## src/rtl/keypad_decoder.sv

```systemverilog
// ---------------------------------------------------------------------------
// keypad_decoder
//   Sits behind the 4-column keypad scanner. Debounces presses and releases
//   on the active-low row sense lines and reports a 4-bit key code
//   (row_idx*4 + col_idx) with a one-cycle valid pulse. While any row is
//   active, `hold` stalls the scanner so the column stays put.
//
//   Optional build macro: KEYPAD_SYNC_EN
//     defined   : row_n goes through a 2-flop synchroniser and col is delayed
//                 by two matching flops, so rows and columns stay aligned.
//                 All latencies grow by 2 cycles.
//     undefined : row_n and col are used directly. row_n must already be
//                 synchronous to clk.
//
//   Ports
//     clk        in   system clock, rising edge
//     rst        in   asynchronous, active-high reset
//     col[3:0]   in   one-hot column drive (4'b1000 = col0 ... 4'b0001 = col3)
//     row_n[3:0] in   active-low rows (row_n[3] = row0 ... row_n[0] = row3)
//     hold       out  any sampled row active (combinational)
//     key_code   out  last accepted key, held until the next accepted press
//     key_valid  out  one-cycle pulse when a press is accepted
//     key_down   out  high from press acceptance until release acceptance
//     err        out  one-cycle pulse on an illegal sample seen in IDLE
//
//   Handshake: key_valid is a pure strobe with no ready. key_code is stable
//   in the cycle key_valid is high and stays stable afterwards.
// ---------------------------------------------------------------------------
module keypad_decoder #(
   parameter int DEB_CYCLES = 4
) (
   input  logic       clk,
   input  logic       rst,
   input  logic [3:0] col,
   input  logic [3:0] row_n,
   output logic       hold,
   output logic [3:0] key_code,
   output logic       key_valid,
   output logic       key_down,
   output logic       err
);

   localparam int            CW       = $clog2(DEB_CYCLES + 1);
   localparam logic [CW-1:0] CNT_ONE  = CW'(1);
   localparam logic [CW-1:0] CNT_LAST = CW'(DEB_CYCLES - 1);
   localparam bit            DEB_ONE  = (DEB_CYCLES == 1);

   typedef enum logic [1:0] {
      S_IDLE,
      S_DEBOUNCE,
      S_PRESSED,
      S_RELEASE
   } state_t;

   logic [3:0] rs;
   logic [3:0] cs;

`ifdef KEYPAD_SYNC_EN
   logic [3:0] row_s1_q, row_s1_d, row_s2_q, row_s2_d;
   logic [3:0] col_s1_q, col_s1_d, col_s2_q, col_s2_d;

   always_comb begin
      row_s1_d = row_n;
      row_s2_d = row_s1_q;
      col_s1_d = col;
      col_s2_d = col_s1_q;
   end

   // Reset values look like "no key, column 0" so nothing fires out of reset.
   always_ff @(posedge clk or posedge rst) begin
      if (rst) begin
         row_s1_q <= 4'b1111;
         row_s2_q <= 4'b1111;
         col_s1_q <= 4'b1000;
         col_s2_q <= 4'b1000;
      end else begin
         row_s1_q <= row_s1_d;
         row_s2_q <= row_s2_d;
         col_s1_q <= col_s1_d;
         col_s2_q <= col_s2_d;
      end
   end

   assign rs = row_s2_q;
   assign cs = col_s2_q;
`else
   assign rs = row_n;
   assign cs = col;
`endif

   function automatic logic is_onehot(input logic [3:0] v);
      return (v != 4'd0) && ((v & (v - 4'd1)) == 4'd0);
   endfunction

   // MSB-first index: 4'b1000 -> 0, 4'b0001 -> 3. Only meaningful for one-hot.
   function automatic logic [1:0] oh_index(input logic [3:0] v);
      logic [1:0] idx;
      case (v)
         4'b1000: idx = 2'd0;
         4'b0100: idx = 2'd1;
         4'b0010: idx = 2'd2;
         default: idx = 2'd3;
      endcase
      return idx;
   endfunction

   logic [3:0] rows_act;
   logic       any_row;
   logic       samp_ok;
   logic [3:0] samp_code;

   assign rows_act  = ~rs;
   assign any_row   = |rows_act;
   assign samp_ok   = is_onehot(rows_act) && is_onehot(cs);
   assign samp_code = {oh_index(rows_act), oh_index(cs)};
   assign hold      = any_row;

   state_t        state_q, state_d;
   logic [CW-1:0] cnt_q, cnt_d;
   logic [3:0]    cand_q, cand_d;
   logic [3:0]    key_code_q, key_code_d;
   logic          key_valid_q, key_valid_d;
   logic          key_down_q, key_down_d;
   logic          err_q, err_d;

   always_comb begin
      state_d     = state_q;
      cnt_d       = cnt_q;
      cand_d      = cand_q;
      key_code_d  = key_code_q;
      key_valid_d = 1'b0;
      key_down_d  = key_down_q;
      err_d       = 1'b0;

      case (state_q)
         S_IDLE: begin
            if (any_row) begin
               if (samp_ok) begin
                  cand_d = samp_code;
                  if (DEB_ONE) begin
                     state_d     = S_PRESSED;
                     key_code_d  = samp_code;
                     key_valid_d = 1'b1;
                     key_down_d  = 1'b1;
                  end else begin
                     state_d = S_DEBOUNCE;
                     cnt_d   = CNT_ONE;
                  end
               end else begin
                  err_d = 1'b1;
               end
            end
         end

         S_DEBOUNCE: begin
            if (samp_ok && (samp_code == cand_q)) begin
               if (cnt_q == CNT_LAST) begin
                  state_d     = S_PRESSED;
                  cnt_d       = '0;
                  key_code_d  = cand_q;
                  key_valid_d = 1'b1;
                  key_down_d  = 1'b1;
               end else begin
                  cnt_d = cnt_q + CNT_ONE;
               end
            end else begin
               // Any disturbance (gap, other key, column move) restarts.
               state_d = S_IDLE;
               cnt_d   = '0;
            end
         end

         S_PRESSED: begin
            // Row/column changes while pressed are ignored: no re-trigger.
            if (!any_row) begin
               if (DEB_ONE) begin
                  state_d    = S_IDLE;
                  key_down_d = 1'b0;
               end else begin
                  state_d = S_RELEASE;
                  cnt_d   = CNT_ONE;
               end
            end
         end

         S_RELEASE: begin
            if (any_row) begin
               state_d = S_PRESSED;
               cnt_d   = '0;
            end else if (cnt_q == CNT_LAST) begin
               state_d    = S_IDLE;
               cnt_d      = '0;
               key_down_d = 1'b0;
            end else begin
               cnt_d = cnt_q + CNT_ONE;
            end
         end

         default: begin
            state_d = S_IDLE;
            cnt_d   = '0;
         end
      endcase
   end

   always_ff @(posedge clk or posedge rst) begin
      if (rst) begin
         state_q     <= S_IDLE;
         cnt_q       <= '0;
         cand_q      <= 4'd0;
         key_code_q  <= 4'd0;
         key_valid_q <= 1'b0;
         key_down_q  <= 1'b0;
         err_q       <= 1'b0;
      end else begin
         state_q     <= state_d;
         cnt_q       <= cnt_d;
         cand_q      <= cand_d;
         key_code_q  <= key_code_d;
         key_valid_q <= key_valid_d;
         key_down_q  <= key_down_d;
         err_q       <= err_d;
      end
   end

   assign key_code  = key_code_q;
   assign key_valid = key_valid_q;
   assign key_down  = key_down_q;
   assign err       = err_q;

endmodule

```

## config.mk

```make
export PLATFORM = sky130hd
export DESIGN_NAME = keypad_decoder
export DESIGN_NICKNAME = d
export VERILOG_FILES = /design/src/rtl/keypad_decoder.sv
export SDC_FILE = /design/constraint.sdc
export NUM_CORES = 1
export LEC_CHECK = 0
export ABC_AREA = 1
export CAP_MARGIN = 20
export CORE_MARGIN = 2
export CORE_UTILIZATION = 65
export CTS_CLUSTER_DIAMETER = 150
export CTS_CLUSTER_SIZE = 10
export DETAILED_ROUTE_END_ITERATION = 7
export DONT_BUFFER_PORTS = 1
export PLACE_DENSITY = 0.81
export SETUP_SLACK_MARGIN = 0.3
export SYNTH_ARGS = -nofsm -noshare
export SYNTH_HDL_FRONTEND = slang
export SYNTH_SLANG_ARGS = --single-unit
```

## constraint.sdc

```tcl
create_clock -name clk -period 3 [get_ports clk]
set_input_delay 0.6 -clock clk [delete_from_list [all_inputs] [get_ports clk]]
set_output_delay 0.6 -clock clk [all_outputs]
set_load 0.01 [all_outputs]
```

==> impl_metrics.json, run 1 <==
{
  "initial_utilization_pct": 68.1,
  "setup_viol": 0,
  "port_buffers": 0,
  "syn-mean-instance-area_um2": 7.24,
  "netlist_area_mm2": 0.00101,
  "die_w_um": 43.5,
  "cts.clk_slew.worst_paths_ns": 0.09,
  "fin_crit_ns": 1.61,
  "clk_latency_ns": 0.29,
  "yosysSeqAreaShare_pct": 39.5,
  "dp_hpwl_mm": 1.57,
  "fp.dieH_um": 43.5,
  "cts_tree": "done",
  "row_count": 14,
  "hold_path_class": "in2async",
  "vias_per_cell": 5.60,
  "power_uw": 713,
  "ff2ff_setup_slack_ns": 1.55,
  "fp.dieArea_mm2": 0.00189,
  "status": "finished, final reports clean",
  "irDropWorstVdd_uv": 466,
  "p_leak_nw": 0.552,
  "critical_path_class": "in2out",
  "cts-root-buf": "clkbuf_4",
  "clock-sinks": 16,
  "grt.total_usage_pct": 25.7,
  "nets": 155,
  "synthFlopType": "dfrtp_1",
  "power.density_mw_per_mm2": 670,
  "ant_nets": 0,
  "grt_pass1_vias": 858,
  "yosysTopAreaCell": "dfrtp_1",
  "synth-edff-count": 0,
  "n_antenna_cell": 0,
  "core_area_mm2": 0.00149,
  "max-slew-margin-rel_pct": 59.7,
  "htreeDepth": 1,
  "globalRoute.totalOverflow": 0,
  "cts_hold_buffers": 0,
  "clockBufferDepth": 2,
  "cp_data_arrival_time_ns": 1.01,
  "cp-start-kind": "primary input",
  "dr.pass1.iters": 4,
  "synth_top_area_share_pct": 39.5,
  "hold_violations": 0,
  "ys_seq_elements": 16,
  "place_congestion": 0.798,
  "async_flop_share_pct": 100,
  "end_kind": "output port",
  "drtIter0Drc": 18,
  "grt_pass1_wl_mm": 3.52,
  "netlist_instances": 140,
  "layout_commonest_cell": "nand2_1",
  "rsz0062_at_grt": "no",
  "cts_setup_buffers": 0,
  "antenna_found_initial": 0,
  "yosysWarningCount": 0,
  "synth.net_count": 151,
  "fmax_mhz": 621,
  "num_vias": 890,
  "grt_max_degree": 17,
  "post_cts_resized": 0,
  "hold_ws_ns": 0.251,
  "critPathRequiredTime_ns": 2.40,
  "slew_viol_final": 0,
  "pin_count": 18,
  "routed_wl_mm": 2.02,
  "drive_above_1_share_pct": 21.0,
  "drv_cap": 0,
  "fin_cells": 159,
  "worstMarginPinSlew_ns": 0.603,
  "dp_cells": 155,
  "path_max_fanout": 4,
  "finalCritPeriodShare_pct": 53.7,
  "finalClockSkew_ns": 0.00137,
  "synth_cell_types": 20,
  "utilization_pct": 71.5,
  "area_growth_pct": 5.06,
  "mostFrequentLayoutCells": "nand2_1 (42), dfrtp_1 (16), inv_1 (15)",
  "post-route-drc-count": 0,
  "fin_setup_tns_ns": 0,
  "ys_top_cells_by_area": "dfrtp_1 (40%), nand2_1 (16%), inv_1 (5.6%)",
  "cts_buffers": 3,
  "routedWlPerCell_um": 12.7
}
## metal layers
layer / global-route usage, % / part of all wire, %
met1: 30.3 / 44
met2: 43.0 / 48
met3: 7.08 / 5.4
met4: 12.7 / 2.5
met5: 0 / 0
## power by group
| group | total [mW] | internal, mW | switching (mW) | leakage [nW] |
|---|---|---|---|---|
| registers | 0.315 | 0.266 | 0.0493 | 0.207 |
| clock network | 0.146 | 0.0740 | 0.0717 | 0.0210 |
| logic | 0.252 | 0.0828 | 0.169 | 0.324 |
| total | 0.713 | 0.423 | 0.290 | 0.552 |
## final timing paths
check | depth (start not counted) | startpoint | to
max in group asynchronous | 1 | rst | cnt_q[0]
min in group clk | 2 | cnt_q[1] | cnt_q[1]
setup / recovery | 3 | row_n[2] | hold
hold / removal | 1 | rst | key_down
hold reg to reg | 2 | cnt_q[1] | cnt_q[1]
setup reg to reg | 7 | state_q[0] | key_code[2]
## state kept, by name, indices dropped and copies added, names as in the netlist
signal     count
state_q        2
key_valid      1
key_code       4
err            1
key_down       1
cnt_q          3
cand_q         4
## cells in the mapped netlist, types with 4 or more instances
cell type,number
nand3_2,4
nor2_4,4
inv_2,7
nand3_1,5
o21ai_0,8
dfrtp_1,16
nand4_1,5
nand2_2,7
nor2_1,13
o21ai_1,4
inv_1,15
nand2_1,42
## area by class of cell
type                    count  area [µm²]
clock buffers               4        36.3
well taps                  16        20.0
flip-flops and latches     16         400
fillers                   131         424
multi-input cells          99         518
inverters                  24        90.1
## worst max-delay path, cell delays in order
cell and delay [ns]:
nand2_1 0.08, nor2_1 0.19, inv_1 0.14
## cells by family (layout without fill, tap and decap cells)
logic type / count (synthesis) / after routing / synth area share, %
flops: 16 / 16 / 39.5
fa+ha+maj: 1 / 1 / 1.23
simple gates: 85 / 85 / 43.5
compound gates: 13 / 13 / 6.42
buf+inv: 25 / 28 / 9.38
## per-stage QoR
stage | cell area (µm²) | worst slack (ns)
final | 1060 | 1.39
after global routing | 1060 | 1.31
after CTS | 1060 | 1.38
after detailed placement | 1030 | 1.27
after global placement | 1030 | 1.33
after floorplan | 1010 | 1.42
Power figures use the tool's default switching activity.
==> run 2, diff against run 1 <==
--- a/config.mk
+++ b/config.mk
@@ -8,12 +8,12 @@
 export ABC_AREA = 1
 export CAP_MARGIN = 20
 export CORE_MARGIN = 2
-export CORE_UTILIZATION = 65
+export CORE_UTILIZATION = 61
 export CTS_CLUSTER_DIAMETER = 150
 export CTS_CLUSTER_SIZE = 10
 export DETAILED_ROUTE_END_ITERATION = 7
 export DONT_BUFFER_PORTS = 1
-export PLACE_DENSITY = 0.81
+export PLACE_DENSITY = 0.77
 export SETUP_SLACK_MARGIN = 0.3
 export SYNTH_ARGS = -nofsm -noshare
 export SYNTH_HDL_FRONTEND = slang
==> constraint.sdc (replaced) <==
create_clock -name clk -period 1.5 [get_ports clk]
set_input_delay 0.3 -clock clk [delete_from_list [all_inputs] [get_ports clk]]
set_output_delay 0.3 -clock clk [all_outputs]
set_load 0.01 [all_outputs]
==> run 2 against run 1 <==
Register-to-register slack worse by 1.4 ns. Global-route usage up 1.8 points. Critical path depth up 4. Wire length up 15%. Core utilization up 12 points. Worst setup slack worse by 1.2 ns. Total power up 130%. Largest cell class unchanged. Largest power group is now combinational logic.
==> impl_metrics.json, run 2 (synthesis gave the netlist of run 1 again) <==
{
  "status": "finished, final reports clean",
  "grt_pass1_wl_mm": 3.90,
  "clockBufferDepth": 2,
  "place_congestion": 0.822,
  "clk_latency_ns": 0.30,
  "dp_slack_ns": 0.102,
  "slew_viol_final": 0,
  "grt.total_usage_pct": 27.4,
  "dp_cells": 156,
  "drive_above_1_share_pct": 43.4,
  "cts_tree": "done",
  "cts-root-buf": "clkbuf_4",
  "globalRoute.totalOverflow": 0,
  "pin_count": 18,
  "port_buffers": 0,
  "dp_hpwl_mm": 1.56,
  "antenna_found_initial": 0,
  "worstMarginPinSlew_ns": 0.584,
  "ant_nets": 0,
  "vias_per_cell": 5.64,
  "fmax_mhz": 745,
  "crit_chain": "inv_1 > nor2_2 > nand4_4 > nor2_4 > inv_4 > nand2_1 > o21ai_1",
  "fin_setup_tns_ns": 0,
  "finalClockSkew_ns": 0.00607,
  "hold_violations": 0,
  "cts_buffers": 3,
  "htreeDepth": 1,
  "grt_pass1_vias": 917,
  "cp_data_arrival_time_ns": 1.53,
  "post-route-drc-count": 0,
  "crit_path_top_delay_cell": "dfrtp_2",
  "nets": 164,
  "cts.clk_slew.worst_paths_ns": 0.09,
  "initial_utilization_pct": 66.5,
  "p_leak_nw": 0.603,
  "fin_cells": 168,
  "cp-start-kind": "flip-flop",
  "power.density_mw_per_mm2": 1290,
  "routedWlPerCell_um": 13.8,
  "rsz0062_at_grt": "yes",
  "critical_path_class": "reg2reg",
  "mostFrequentLayoutCells": "nand2_1 (35), dfrtp_1 (14), nand2_2 (10), inv_2 (10), inv_1 (9)",
  "drtIter0Drc": 22,
  "die_w_um": 44.8,
  "row_count": 14,
  "critPathRequiredTime_ns": 1.69,
  "drv_cap": 0,
  "grt_max_degree": 17,
  "hold_path_class": "in2reg",
  "routed_wl_mm": 2.33,
  "path_max_fanout": 9,
  "n_antenna_cell": 0,
  "num_vias": 947,
  "clock-sinks": 16,
  "end_kind": "flip-flop",
  "setup_viol": 0,
  "area_growth_pct": 25.4,
  "fp.dieArea_mm2": 0.00200,
  "fin_crit_ns": 1.34,
  "finalCritPeriodShare_pct": 89.5,
  "fin_ws_ns": 0.158,
  "layout_commonest_cell": "nand2_1",
  "core_area_mm2": 0.00152,
  "max-slew-margin-rel_pct": 61.0,
  "dr.pass1.iters": 4,
  "max_stage_delay_ns": 0.47,
  "fp.dieH_um": 44.8,
  "irDropWorstVdd_uv": 926
}
## run 2: cell count changes in the layout (fill, tap and decap cells not counted), moves of 5 or more
cell	previous run	this run
nor2_1	13	8
nand2_1	42	35
inv_1	15	9
buf_4	0	8
## run 2: repair_timing
item,in CTS,in global routing
endpoints found under the hold margin,16,0
buffers inserted,6,1
gates resized for setup,12,12
setup endpoints to repair,12,15
hold buffers,1,0
pin swaps,10,9
## run 2: report_power, final
part           internal [mW]  total [mW]  switching [mW]
clock network          0.148       0.294           0.145
registers              0.536       0.642           0.106
logic                  0.275       0.704           0.429
## run 2: final cells by class
cell class / count / area [µm²]
Multi-Input combinational cell: 99 / 637
Inverter: 24 / 105
Timing Repair Buffer: 9 / 70.1
Fill cell: 91 / 253
Tap cell: 16 / 20.0
Sequential cell: 16 / 403
Clock buffer: 4 / 36.3
## run 2: worst max-delay path, delay by kind of cell, from the launching register on
kind | cells | cell delay [ns]
buffers and inverters | 2 | 0.15
AOI/OAI and AO/OA | 1 | 0.06
DFF | 1 | 0.47
and+or+nand+nor | 4 | 0.55
## run 2: metrics by stage
stage / total power [mW] / hold WS [ns] / instance area (µm²) / util [%]
2_1_floorplan: 1.06 / 0.214 / 1090 / -
3_3_place_gp: 1.14 / 0.277 / 1110 / 72.8
3_5_place_dp: 1.17 / 0.272 / 1110 / 72.8
4_1_cts: 1.55 / 0.220 / 1220 / 80.0
5_1_grt: 1.74 / 0.247 / 1270 / 83.4
6_report: 1.64 / 0.210 / 1270 / 83.4
## run 2: final timing paths
kind	startpoint	cells after the start	to	slack, ns
worst max-delay path	state_q[0]	7	key_code[3]	0.16
worst min-delay path	col[0]	4	cand_q[0]	0.21
worst max register to register	state_q[0]	7	key_code[3]	0.16
worst min register to register	cnt_q[1]	2	cnt_q[1]	0.50
max in group asynchronous	rst	2	state_q[1]	0.59
min in group asynchronous	rst	2	cand_q[1]	0.50
## run 2: layer usage
| metal | up-vias | GRT usage [%] | wire, µm |
|---|---|---|---|
| li1 | 463 | - | - |
| met1 | 440 | 32.5 | 935 |
| met2 | 34 | 44.1 | 1170 |
| met3 | 10 | 8.40 | 118 |
| met4 | 0 | 15.8 | 99 |
| met5 | - | 0 | 0 |
==> patch, RTL diff (settings of run 2) <==
Build with the macro `KEYPAD_SYNC_EN` defined.
--- a/src/rtl/keypad_decoder.sv
+++ b/src/rtl/keypad_decoder.sv
@@ -26,6 +26,8 @@
 //   Handshake: key_valid is a pure strobe with no ready. key_code is stable
 //   in the cycle key_valid is high and stays stable afterwards.
 // ---------------------------------------------------------------------------
+`define KEYPAD_SYNC_EN
+
 module keypad_decoder #(
    parameter int DEB_CYCLES = 4
 ) (
Behaviour: not the same (a bounded check fails within 4 cycles, from zero or initial values and one cycle with rst high).
==> patch against run 2 <==
  * The flow now finishes with violations (setup timing)
  * Worst hold slack improved by 0.15 ns
  * Area after synthesis grew 47%
  * Largest power group is now sequential cells
  * Cell area is 47% higher
  * Synthesized cell count is 16% higher
  * Highest routed layer unchanged
  * Wire length is 15% higher
  * Clock skew rose by 0.0033 ns
  * Sequential cell count grew 16
  * Via count is 21% higher
  * Worst setup slack worse by 0.33 ns
  * Critical path type unchanged
  * Global-route usage is 2.8 points lower
  * Total power is 34% higher
  * Largest cell class is now flip-flops and latches
  * Final cell count increased by 30%
==> patch: results (changes against run 2) <==
Synth top area cells -> dfrtp_1 (37%), dfstp_2 (18%), nand2_1 (11%)
Slowest-stage cell, CP -> dfstp_2
Max incr delay on CP -> 0.63 ns (+0.16 ns)
GP Congestion -> 0.953 (+16%)
Clock Skew -> 0.00936 ns (+0.00329 ns)
Setup violators final -> 12 (+12)
Worst min path class -> register to register
Post-CTS setup buffer count -> 5 (-1)
CP Max Fanout -> 5 (-4)
Met2 Use GR -> 38.9% (-5.2 points)
Drt via density -> 5.23 (-7.2%)
Failing checks -> setup timing
Internal power -> 1.43 mW (+49%)
WL/cell -> 12.3 um (-12%)
Crit path to -> cnt_q[2]$_DFFE_PP0P_
Post-detail-place hpwl -> 1750 um (+12%)
Most instantiated cells after synthesis -> nand2_1 (44), dfrtp_1 (22), inv_1 (17)
WHS Endpoint -> col_s2_q[2]$_DFF_PP0_
Rel. slew slack -> 74.7% (+14 points)
Outcome -> finished with violations
RR Endpoint -> cnt_q[2]$_DFFE_PP0P_
Setup WS post-layout -> -0.176 ns (-0.334 ns)
Post-DP Area -> 1580 um2 (+42%)
Num CTS Buffers -> 5 (+2)
Lkg Pwr -> 0.894 nW (+48%)
Clock Latency Late Sink -> 0.35 ns (+0.05 ns)
Hold buffer count at CTS -> 9 (+8)
Met1 track demand over resource -> 29.7% (-2.8 points)
Setup crit start -> row_s2_q[3]$_DFF_PP1_
DRT iter0 DRCs -> 16 (-27%)
Seq/Total Area, Yosys -> 54.7% (+15 points)
GRT met3 Usage -> 5.93% (-2.5 points)
patch: cell types whose count changed after synthesis, moves of 3 or more:
cell     change
dfrtp_1      +6
dfstp_2     +10
nor2_2       +3
nor2_1       -4
patch: layout make-up:
cell class              count  area, um2
clock inverters             2       15.0
fillers                   118        387
flip-flops and latches     32        813
repair buffers             22        195
multi-input cells         104        659
clock buffers               6       51.3
inverters                  25       98.8
well taps                  28       35.0
patch: kinds of logic (layout without fill, tap and decap cells):
family / Yosys count / count (layout) / share of synthesized area, %
flops: 32 / 32 / 54.7
buf+inv: 26 / 55 / 6.82
fa+ha+maj: 1 / 1 / 0.842
compound gates: 16 / 16 / 6.48
simple gates: 87 / 87 / 31.1
patch: power groups by stage:
stage               combinational, mW  sequential (mW)  clock, mW
finish                          0.575             1.09      0.531
global route                    0.659             1.10      0.588
CTS                             0.534             1.08      0.544
detailed placement              0.478             1.09          0
global placement                0.469             1.09          0
floorplan                       0.397             1.07          0
